File: src/rtl/rv_iopmp_err_capture.sv
// IOPMP error capture: latches the first faulting transaction,
// counts the errors lost while a record is held, and drives irq and bus-error.
module rv_iopmp_err_capture #(
    parameter int ADDR_WIDTH     = 64,
    parameter int RRID_WIDTH     = 16,
    parameter int LOST_CNT_WIDTH = 8
) (
    input  logic                      clk_i,
    input  logic                      rst_ni,
    input  logic                      chk_valid_i,
    input  logic                      err_transaction_i,
    input  logic [2:0]                err_type_i,
    input  logic [15:0]               err_entry_index_i,
    input  logic [ADDR_WIDTH-1:0]     txn_addr_i,
    input  logic [RRID_WIDTH-1:0]     txn_rrid_i,
    input  logic [1:0]                txn_ttype_i,
    input  logic                      ie_i,
    input  logic                      rs_i,
    input  logic                      sw_clear_i,
    output logic                      err_v_o,
    output logic [1:0]                err_ttype_o,
    output logic [2:0]                err_etype_o,
    output logic [15:0]               err_eid_o,
    output logic [ADDR_WIDTH-1:0]     err_addr_o,
    output logic [RRID_WIDTH-1:0]     err_rrid_o,
    output logic [LOST_CNT_WIDTH-1:0] lost_cnt_o,
    output logic                      irq_o,
    output logic                      bus_err_o
);

    typedef enum logic {
        EMPTY = 1'b0,
        HELD  = 1'b1
    } state_e;

    state_e state_q, state_d;

    logic                      err_event;
    logic                      capture;
    logic                      lost_inc;
    logic                      lost_clr;
    logic                      err_v_next;
    logic [1:0]                ttype_q;
    logic [2:0]                etype_q;
    logic [15:0]               eid_q;
    logic [ADDR_WIDTH-1:0]     addr_q;
    logic [RRID_WIDTH-1:0]     rrid_q;
    logic [LOST_CNT_WIDTH-1:0] lost_q;
    logic                      irq_q;
    logic                      bus_err_q;

    assign err_event = chk_valid_i & err_transaction_i;

    always_comb begin
        state_d  = state_q;
        capture  = 1'b0;
        lost_inc = 1'b0;
        lost_clr = 1'b0;
        unique case (state_q)
            EMPTY: begin
                if (err_event) begin
                    capture = 1'b1;
                    state_d = HELD;
                end
            end
            HELD: begin
                // A clear wins first, so a same-cycle error is captured fresh.
                if (sw_clear_i) begin
                    lost_clr = 1'b1;
                    if (err_event) begin
                        capture = 1'b1;
                    end else begin
                        state_d = EMPTY;
                    end
                end else if (err_event) begin
                    lost_inc = 1'b1;
                end
            end
            default: state_d = EMPTY;
        endcase
    end

    assign err_v_next = (state_d == HELD);

    always_ff @(posedge clk_i or negedge rst_ni) begin
        if (!rst_ni) begin
            state_q   <= EMPTY;
            ttype_q   <= '0;
            etype_q   <= '0;
            eid_q     <= '0;
            addr_q    <= '0;
            rrid_q    <= '0;
            lost_q    <= '0;
            irq_q     <= 1'b0;
            bus_err_q <= 1'b0;
        end else begin
            state_q   <= state_d;
            irq_q     <= err_v_next & ie_i;
            bus_err_q <= err_event & ~rs_i;
            if (capture) begin
                ttype_q <= txn_ttype_i;
                etype_q <= err_type_i;
                eid_q   <= err_entry_index_i;
                addr_q  <= txn_addr_i;
                rrid_q  <= txn_rrid_i;
            end
            if (lost_clr) begin
                lost_q <= '0;
            end else if (lost_inc && (lost_q != '1)) begin
                lost_q <= lost_q + 1'b1;
            end
        end
    end

    assign err_v_o     = (state_q == HELD);
    assign err_ttype_o = ttype_q;
    assign err_etype_o = etype_q;
    assign err_eid_o   = eid_q;
    assign err_addr_o  = addr_q;
    assign err_rrid_o  = rrid_q;
    assign lost_cnt_o  = lost_q;
    assign irq_o       = irq_q;
    assign bus_err_o   = bus_err_q;

endmodule

File: config.mk
export PLATFORM = sky130hd
export DESIGN_NAME = rv_iopmp_err_capture
export DESIGN_NICKNAME = d
export VERILOG_FILES = /design/src/rtl/rv_iopmp_err_capture.sv
export SDC_FILE = /design/constraint.sdc
export NUM_CORES = 1
export LEC_CHECK = 0
export ABC_AREA = 1
export ABC_CLOCK_PERIOD_IN_PS = 4000
export CORE_ASPECT_RATIO = 0.8
export CORE_MARGIN = 2
export CORE_UTILIZATION = 60
export DETAILED_ROUTE_END_ITERATION = 8
export DONT_BUFFER_PORTS = 1
export HOLD_SLACK_MARGIN = 0.02
export PLACE_DENSITY = 0.83
export SYNTH_ARGS = -nofsm -noshare
export SYNTH_HDL_FRONTEND = slang
export SYNTH_SLANG_ARGS = --single-unit
File: constraint.sdc
create_clock -name clk_i -period 4 [get_ports clk_i]
set_clock_uncertainty 0.1 [all_clocks]
set_input_delay 1.2 -clock clk_i [delete_from_list [all_inputs] [get_ports clk_i]]
set_output_delay 1.2 -clock clk_i [all_outputs]
set_load 0.03 [all_outputs]
==> flow_summary.json <==
{
  "crit_buf_inv": 2,
  "setup_viol": 0,
  "status": "finished, final reports clean",
  "critical_path.max_stage_delay_ns": 0.74,
  "rsz0062_at_grt": "no",
  "max_freq_mhz": 422,
  "ant_nets": 0,
  "drt-total-wl_mm": 9.92,
  "cts_hold_buf": 0,
  "synthCells": 519,
  "grt_first_pass_wirelength_mm": 15.0,
  "fp-row-count": 28,
  "synthTopCellsByArea": "dfrtp_1, nand2_1, nand3_1",
  "ir_drop_v": 0.000284,
  "cpMaxStageDelayCell": "buf_4",
  "yosys.area.top_type": "dfrtp_1",
  "yosysWarnings": 0,
  "start_util_pct": 61.8,
  "clock-sinks": 112,
  "fp.dieW_um": 102,
  "async_reset_ff_share_pct": 100,
  "die_h_um": 82.3,
  "io_buffers": 0,
  "post-dp-hpwl_mm": 6.80,
  "relSlewSlack_pct": 34.9,
  "synth_edf_count": 0,
  "seq_power_share_pct": 66.4,
  "seq_area_frac_synth_pct": 61.0,
  "crit_arrival_ns": 2.56,
  "grt_pass1_vias": 3132,
  "crit_path_frequent_cell": "nand2_1",
  "fin_setup_tns_ns": 0,
  "initialDrtViolationCount": 207,
  "vias": 3421,
  "synth_flop_cell": "dfrtp_1",
  "tritoncts": "built",
  "coreArea_sq_um": 7430,
  "clock_tree.root_cell": "clkbuf_8",
  "synthesis.nets": 628,
  "diodes": 0,
  "drt-wirelength-per-cell_um": 16.3,
  "clk_latency_ns": 0.35,
  "yosysMostFrequentCell": "nand2_1",
  "die-area_sq_um": 8380,
  "finalMaxSlewViolations": 0,
  "synth.top_cell.area_share_pct": 61.0,
  "grt_max_degree": 113,
  "syn_area_per_cell_sq_um": 8.85,
  "worstPathCellList": "nand2_1, inv_2, buf_4, nand3_1, nand2_1",
  "worstSetupEndpointType": "register",
  "antenna_found_initial": 0,
  "grt_overflow": 0,
  "synthToLayoutAreaGrowth_pct": 3.49,
  "tightest_slew_ns": 0.977,
  "postCtsResizedCells": 0,
  "critPathMaxFanout": 101,
  "p_leak_nw": 2.55,
  "hold_viol": 0,
  "power.density_nw_per_um2": 560,
  "required_ns": 4.19,
  "ys_top_cells_by_count": "nand2_1, nand3_1, dfrtp_1",
  "htree_levels": 3,
  "swShare_pct": 37.2,
  "cts_made_buffers": 9,
  "combPwrFrac_pct": 8.3,
  "clk_pin_slew_ns": 0.10,
  "drc_errors": 0,
  "fin_crit_sh_pct": 59.3,
  "whs_ns": 0.431,
  "vias_per_cell": 5.62,
  "track_usage_pct": 22.9,
  "finalCriticalPeriod_ns": 2.37,
  "start_kind": "primary input",
  "synth_cell_types": 18,
  "crit_family": "buffers and inverters",
  "nets": 608,
  "ioPinCount": 220,
  "dr.pass1.iters": 5,
  "max_cap_violations": 0,
  "finalWeightedCongestion": 0.830,
  "synth_area_sq_um": 4590,
  "p_clk_share_pct": 25.2,
  "drive_gt1_share_pct": 4.56,
  "min_path_type": "in2async",
  "intPower_mw": 1.67,
  "clockBufferDepth": 2,
  "ys_ff_latch": 112,
  "cts_setup_buffers": 0,
  "p_sw_mw": 0.991,
  "crit_type": "in2reg"
}
## power by group through the flow
| stage | registers [mW] | logic [mW] | clock network (mW) |
|---|---|---|---|
| after floorplan | 1.75 | 0.198 | 0 |
| after global placement | 1.79 | 0.208 | 0 |
| after detailed placement | 1.79 | 0.227 | 0 |
| after CTS | 1.77 | 0.224 | 0.692 |
| after global routing | 1.79 | 0.266 | 0.741 |
| final | 1.77 | 0.221 | 0.672 |
## worst paths after layout
check / slack, ns / to / startpoint / cells after the start
setup / recovery: 1.63 / err_addr_o[20] / chk_valid_i / 5
hold / removal: 0.43 / err_addr_o[52] / rst_ni / 0
setup reg to reg: 1.95 / err_addr_o[20] / err_v_o / 5
hold reg to reg: 0.59 / err_addr_o[62] / err_addr_o[62] / 2
max in group asynchronous: 3.22 / err_addr_o[12] / rst_ni / 0
min in group clk_i: 0.59 / err_addr_o[62] / err_addr_o[62] / 2
## layout by cell type (no fill, tap or decap)
| cell | n |
|---|---|
| nand2_1 | 226 |
| nand3_1 | 114 |
| dfrtp_1 | 112 |
| nor2_1 | 11 |
| inv_1 | 9 |
| clkbuf_8 | 9 |
| inv_6 | 4 |
| inv_2 | 2 |
| nand4_1 | 2 |
| o21ai_0 | 2 |
| clkinv_2 | 2 |
| buf_4 | 2 |
| or2_4 | 1 |
| a21boi_0 | 1 |
| nand2_4 | 1 |
| a21oi_1 | 1 |
| nand3b_1 | 1 |
| xor2_1 | 1 |
| ha_1 | 1 |
| bufinv_16 | 1 |
| buf_12 | 1 |
## worst reg2reg max path, delay by kind of cell (launching register included)
kind | cells | cell delay (ns)
flip-flops | 1 | 0.55
AND/OR/NAND/NOR | 3 | 0.50
buffers and inverters | 2 | 0.84
## state kept, by name, summed over array words and instances, names as in the netlist
register and count:
bus_err_o 1, err_addr_o 64, err_eid_o 16, err_etype_o 3, err_rrid_o 16, err_ttype_o 2, err_v_o 1, irq_o 1
lost_cnt_o 8
## per-layer routing
metal	vias up	wire, um	track usage, %	part of all wire, %
met5	-	0	0	0
met4	0	83	7.33	0.84
met3	10	1150	10.5	12
met2	178	4910	37.3	49
met1	1622	3780	27.5	38
li1	1611	-	-	-
## stage by stage
step	area (sq um)	util [%]	power [mW]	setup WS [ns]	instances
floorplan	4590	-	1.95	1.82	519
global placement	4550	61.3	1.99	1.40	593
detailed placement	4550	61.3	2.02	1.30	593
CTS	4750	64.0	2.69	1.68	609
global route	4750	64.0	2.80	1.50	609
finish	4750	64.0	2.66	1.63	609
## kinds of logic (layout without fill, tap and decap cells)
kind of cell,after synthesis,after routing,synth area share (%)
xor gates and xnor gates,1,1,0.191
and+or+nand+nor,356,356,32.4
adders and majority gates,1,1,0.272
buffers and inverters,45,30,5.58
AOI/OAI and AO/OA,4,4,0.490
DFF,112,112,61.0
## layout make-up
class                           instances  area [sq um]
Sequential cell                       112          2800
Fill cell                             606          2670
Multi-Input combinational cell        362          1540
Tap cell                              105           131
Clock buffer                            9           124
Clock inverter                          7          75.1
Inverter                               11          41.3
Timing Repair Buffer                    3          35.0
Note: power is estimated with default switching activity, not from simulation.
